File: config.mk
export PLATFORM = sky130hd
export DESIGN_NAME = level1
export DESIGN_NICKNAME = d
export VERILOG_FILES = /design/src/rtl/level1.sv
export SDC_FILE = /design/constraint.sdc
export NUM_CORES = 1
export LEC_CHECK = 0
export CORE_MARGIN = 2
export CORE_UTILIZATION = 35
export CTS_BUF_LIST = sky130_fd_sc_hd__clkbuf_8
export DETAILED_ROUTE_END_ITERATION = 10
export GPL_ROUTABILITY_DRIVEN = 0
export PLACE_DENSITY = 0.65
export SKIP_LAST_GASP = 1
export SLEW_MARGIN = 20
export SYNTH_ARGS = -nofsm -noshare
export SYNTH_HDL_FRONTEND = slang
export SYNTH_SLANG_ARGS = --single-unit
File: constraint.sdc
create_clock -name clock -period 2.1 [get_ports clock]
set_input_delay 0.525 -clock clock [delete_from_list [all_inputs] [get_ports clock]]
set_output_delay 0.525 -clock clock [all_outputs]
set_load 0.01 [all_outputs]
File: src/rtl/level1.sv
// level1 : round-robin controller for a four-road junction.
//
// Only one road is served at a time, in the order 1 -> 2 -> 3 -> 4 -> 1.
// Each road's green time is set by its congestion sensor, and empty roads
// are skipped. Every green phase is followed by a yellow phase and then a
// single all-red evaluation cycle.
//
// Ports
//   T      out [3:0]  one-hot active road (bit0 = road 1 ... bit3 = road 4)
//   T1..T4 out [1:0]  per-road light: 00 RED, 01 YELLOW, 10 GREEN
//   S1..S4 in  [2:0]  thermometer congestion sensors
//                     (000 EMPTY, 001 LESS, 011 MORE, 111 FULL)
//   clock  in         rising-edge clock
//   clear  in         asynchronous active-low reset
module level1 #(
    parameter int unsigned GREEN_LESS = 2,
    parameter int unsigned GREEN_MORE = 4,
    parameter int unsigned GREEN_FULL = 6,
    parameter int unsigned YELLOW_CYC = 2
) (
    output logic [3:0] T,
    output logic [1:0] T1,
    output logic [1:0] T2,
    output logic [1:0] T3,
    output logic [1:0] T4,
    input  logic [2:0] S1,
    input  logic [2:0] S2,
    input  logic [2:0] S3,
    input  logic [2:0] S4,
    input  logic       clock,
    input  logic       clear
);

    typedef enum logic [1:0] {
        EVAL   = 2'd0,
        GREEN  = 2'd1,
        YELLOW = 2'd2
    } state_t;

    state_t     state;
    state_t     nxt_state;
    logic [3:0] cnt;
    logic [3:0] nxt_cnt;
    logic [3:0] nxt_t;
    logic [2:0] sel;
    logic [3:0] green_len;

    // Sensor of the road currently selected by the one-hot T.
    always_comb begin
        sel = ({3{T[0]}} & S1) | ({3{T[1]}} & S2) |
              ({3{T[2]}} & S3) | ({3{T[3]}} & S4);
    end

    // Decode by highest set bit so non-thermometer codes still map sanely.
    // A result of zero means the road is empty.
    always_comb begin
        green_len = '0;
        if (sel[2])
            green_len = 4'(GREEN_FULL);
        else if (sel[1])
            green_len = 4'(GREEN_MORE);
        else if (sel[0])
            green_len = 4'(GREEN_LESS);
    end

    // Next-state logic. The counter holds the cycles remaining in the
    // current phase, so a phase ends on the edge where it reads 1.
    always_comb begin
        nxt_state = state;
        nxt_cnt   = cnt;
        nxt_t     = T;
        case (state)
            EVAL: begin
                if (green_len == '0) begin
                    nxt_t = {T[2:0], T[3]};
                end else begin
                    nxt_cnt   = green_len;
                    nxt_state = GREEN;
                end
            end
            GREEN: begin
                if (cnt <= 4'd1) begin
                    nxt_cnt   = 4'(YELLOW_CYC);
                    nxt_state = YELLOW;
                end else begin
                    nxt_cnt = cnt - 4'd1;
                end
            end
            YELLOW: begin
                if (cnt <= 4'd1) begin
                    nxt_cnt   = '0;
                    nxt_t     = {T[2:0], T[3]};
                    nxt_state = EVAL;
                end else begin
                    nxt_cnt = cnt - 4'd1;
                end
            end
            default: begin
                nxt_cnt   = '0;
                nxt_t     = 4'b0001;
                nxt_state = EVAL;
            end
        endcase
    end

    // Light pattern {T4,T3,T2,T1} for a given state and active road.
    function automatic logic [7:0] light_map(input state_t st, input logic [3:0] road);
        logic [1:0] code;
        logic [7:0] res;
        case (st)
            GREEN:   code = 2'b10;
            YELLOW:  code = 2'b01;
            default: code = 2'b00;
        endcase
        res = '0;
        for (int unsigned i = 0; i < 4; i++) begin
            if (road[i])
                res[2*i +: 2] = code;
        end
        return res;
    endfunction

    // Lights are registered from the next state so they line up with T.
    always_ff @(posedge clock or negedge clear) begin
        if (!clear) begin
            state <= EVAL;
            cnt   <= '0;
            T     <= 4'b0001;
            T1    <= '0;
            T2    <= '0;
            T3    <= '0;
            T4    <= '0;
        end else begin
            state             <= nxt_state;
            cnt               <= nxt_cnt;
            T                 <= nxt_t;
            {T4, T3, T2, T1}  <= light_map(nxt_state, nxt_t);
        end
    end

endmodule

Word level (Yosys, flattened, before mapping)
Cells that the tools add are included.
{"block": "op_classes", "add_sub_neg": 1, "magnitude_cmp": 1, "n_eq_ne": 5, "n_mux": 19, "n_bitwise": 7, "n_reduce_logical": 2}
{"op": "4-bit one-hot mux with 3 select lines", "count": 2}
{"op": "4-bit two-way mux", "count": 5}
{"op": "2-bit two-way mux", "count": 8}
{"op": "3-bit AND", "count": 4}
{"op": "3-bit bitwise OR", "count": 3}
{"op": "3-bit two-way mux", "count": 2}
{"op": "2-bit one-hot mux with 3 select lines", "count": 1}
{"op": "2-bit by 1-bit equality test with 1-bit output (second input constant)", "count": 2}
{"op": "2-bit equality test (second input constant)", "count": 2}
{"op": "4-bit by 1-bit <= comparator with 1-bit output (second input constant)", "count": 1}
{"op": "4-bit zero test", "count": 1}
{"op": "2-bit one-hot mux with 2 select lines", "count": 1}
{"op": "4-bit by 1-bit subtractor with 4-bit output (second input constant)", "count": 1}
{"op": "2-bit zero test", "count": 1}
{"op": "2-bit inequality test (second input constant)", "count": 1}
{"block": "totals", "regBits": 18, "in_bits": 14, "output_inout_bits": 12, "word_cells": 42}

Depth between registers and ports, before layout
{"block": "logic_depth", "ltp_word": 13, "ltp_mapped": 7, "mapped_depth_nobuf": 6}

Least setup slack after synthesis
No wires, ideal clock.
{"block": "synth_timing", "kind": "reg2reg", "start": "register cnt[0]", "end": "register T[0]", "setup_ps": 80, "arrival_time_ps": 1609, "required_time_ps": 2020, "slack_ps": 410, "path_stages_with_launch": 7, "n_path_buf": 0, "period_less_slack_ps": 1690, "cell_sequence": "dfrtp_1 inv_1 ha_1 nor2_1 nor3_1 mux2_2 o221a_2"}
{"block": "synth_via", "elab_chain_len": 3}
{"item": "from (decl)", "line_no": "42", "source": "logic [3:0] cnt;"}
{"item": "from (signal assigned)", "line_no": "135", "source": "cnt <= nxt_cnt;"}
{"item": "4-bit by 1-bit <= comparator with 1-bit output", "line_no": "90", "source": "if (cnt <= 4'd1) begin"}
{"item": "4-bit two-way mux", "line_no": "90"}
{"item": "4-bit one-hot mux with 3 select lines", "line_no": "72", "source": "case (state)"}
{"item": "named net nxt_t[0]", "line_no": "44", "source": "logic [3:0] nxt_t;"}
{"item": "to (signal assigned)", "line_no": "136", "source": "T <= nxt_t;"}
{"item": "to (decl)", "line_no": "21", "source": "output logic [3:0] T,"}
The timed path passes the listed nets, and every way through them passes these cells.
A chain may end at the register's enable or synchronous reset.

Worst setup path in the final report
{"block": "layout_timing", "start": "register T[0]", "end": "output T[0]"}
No word-level cell between the ends.

==> results by group <==
Logic synthesis
  • Synth Flop Type: dfrtp_1
  • Total number of yosys warnings: 0
  • Net Count, Synth: roughly 110
  • Sequential fraction of the synthesis area: 41.1%
  • Ys async rst share: 100%
  • Post-synth EDFFs: 0
  • Avg Inst Size Synth: 11.4 sq um
  • Library cells used by synthesis: 40
  • Post-Syn Area: ~1100 sq um
  • Cells after Synth: 96
  • Flop and latch count out of synthesis: 18

Setup path
  • Critical-path maximum fanout: 10
  • Crit start category: flip-flop
  • Arr. time, crit path: 1510 ps
  • CP bufs+invs: 1
  • Worst Setup Path Type: flip-flop to output pin
  • Critical path data required time: 1570 ps
  • CP Cell Sequence: clkdlybuf4s50_1
  • CP max stage delay: 670 ps
  • Crit. End Element: output pin
  • Crit-path slowest cell: dfstp_2
  • CP top delay family: flip-flops

Routing
  • Vias: 834
  • Final WL: ~2300 um
  • Drt wl/cell: 13.8 um
  • DRT Pass-1 Iters: 4
  • Final ANT Viol Nets: 0
  • Vias/cell: about 5.0
  • Drt initial violations: 8
  • Post-route DRC: 0

Die
  • Core area: 3030 sq um
  • Die Span X: 60.0 um
  • Initial Util: 36.3%
  • Number of cell rows: 20
  • # IOs: 26
  • Die ar.: approximately 3600 sq um
  • Die height: roughly 60 um

Cells and area
  • Most common cell after layout, fill and taps aside: clkdlybuf4s50_1
  • Most frequent cells in the layout: clkdlybuf4s50_1, dfrtp_1, inv_1
  • Antenna cells: 0
  • Utilization after layout: 47.5%
  • Synth-to-Final Area Change: 31.0%
  • Layout cells sized above 1: 18.0%
  • Post-route design area: about 1400 sq um
  • Nets: 139

Placement
  • Post-DP Area: around 1400 sq um
  • Place WS: 41.2 ps
  • HPWL after DPL: 1780 um
  • Input/output buffers: 25

STA
  • Unrepaired setup endpoints after global routing: false
  • Setup violators final: 0
  • Period utilization: 96.7%
  • Min Hold Slack: 602 ps
  • Slew @ Worst Pin: roughly 440 ps
  • Max Slew Vio Count: 0
  • Final setup margin: approximately 70 ps
  • Clk_skew: ~4.3 ps
  • Slew headroom: 70.8%
  • FMAX: 0.492 GHz
  • Final min period: just over 2000 ps
  • Setup TNS: 0 ps
  • Hold Fails Final Rpt: 0

GRT
  • Total gr overflow: 0
  • Maximum number of pins on one net before global-route repair: 19
  • Total Routing Usage GR: between 15 and 20%
  • Initial antenna violation count: 0
  • Vias in the first global route: 870
  • First-pass GRT wire length: 4040 um

Power
  • Sw Pwr: 832 uW
  • Worst IR Drop VDD: 623 uV
  • Leakage: 0.655 nW
  • PD cells: 1400 nW/um^2
  • Clock power frac: a little over an eighth
  • Gate power share: approximately 53%
  • Switching Share: 41.2%
  • P_int: about 1.2 mW
  • Reg power frac: 33.6%

Status
  • Status: completed

Clock tree
  • Setup repair bufs after CTS: 0
  • Root buf cell: clkbuf_8
  • Clock Latency Late Sink: 250 ps
  • CTS Buf Count: 3
  • Clock-pin slew on the worst setup and hold paths: ~70 ps
  • Resize count post-CTS: 0
  • # hold bufs at CTS: 0
  • CTS Sinks: 18
  • H-Tree Depth: 1
  • Clock buffer depth: 2
  • CTS tree: yes

Worst hold path
  • Hold crit path type: input port to async pin

Job
  • Maxcap violations: 0
## power groups by stage
stage	Clock [mW]	Sequential, mW	Combinational [mW]
6_report	0.274	0.678	1.07
3_3_place_gp	0	0.678	1.04
5_1_grt	0.294	0.698	1.19
3_5_place_dp	0	0.686	1.07
2_1_floorplan	0	0.617	0.806
4_1_cts	0.280	0.680	1.07
## cells in the mapped netlist, types with 3 or more instances
cell type  number  area (sq um)
a31o_1          3          26.3
nor2_1          3          11.3
mux2i_1         3          30.0
nor4b_1         3          26.3
nor3_1          3          15.0
nand2_1         6          22.5
o221ai_1        3          26.3
dfrtp_1        17           425
a22oi_4         4          85.1
and2_1          4          25.0
or4_1           4          30.0
inv_1           8          30.0
## final timing paths
| kind | start | to | slack (ps) | cells past startpoint |
|---|---|---|---|---|
| min in group clock | cnt[0]$_DFFE_PN0P_ | cnt[0]$_DFFE_PN0P_ | 620 | 1 |
| worst min register to register | cnt[0]$_DFFE_PN0P_ | cnt[0]$_DFFE_PN0P_ | 620 | 1 |
| worst max-delay path | T[0]$_DFF_PN1_ | T[0] | 70 | 1 |
| worst max register to register | cnt[1]$_DFFE_PN0P_ | T[0]$_DFF_PN1_ | 280 | 7 |
| worst min-delay path | clear | cnt[3]$_DFFE_PN0P_ | 600 | 2 |
| max in group asynchronous | clear | T[0]$_DFF_PN1_ | 1250 | 2 |
## layer usage
metal | GRT usage (%) | vias up | part of all wire, %
met3 | 1.30 | 2 | 3.5
met1 | 20.2 | 391 | 47
met4 | 5.71 | 0 | 1.2
met5 | 0 | - | 0
met2 | 25.2 | 25 | 48
li1 | - | 416 | -
## stage by stage
| stage | power (mW) | std cells |
|---|---|---|
| after global routing | 2.18 | 166 |
| after detailed placement | 1.75 | 162 |
| after floorplan | 1.42 | 96 |
| after CTS | 2.03 | 166 |
| final | 2.02 | 166 |
| after global placement | 1.72 | 162 |
## registers in the layout, indices dropped and copies added, names as in the netlist
| signal | flops |
|---|---|
| cnt | 4 |
| T3 | 2 |
| T4 | 2 |
| T2 | 2 |
| T1 | 2 |
| T | 4 |
| state | 2 |
## cells by family after synthesis
group	Yosys count	synth area share, %
compound gates	24	25.1
fa+ha+maj	2	2.28
buf+inv	14	6.61
flops	18	41.1
mux	5	4.78
simple gates	33	20.2
## area by class of cell
class / count / area [sq um]
flip-flops and latches: 18 / 452
inverters: 8 / 30.0
well taps: 44 / 55.1
clock buffers: 4 / 55.1
multi-input cells: 64 / 574
repair buffers: 28 / 273
fillers: 290 / 1590
Power figures use the tool's default switching activity.
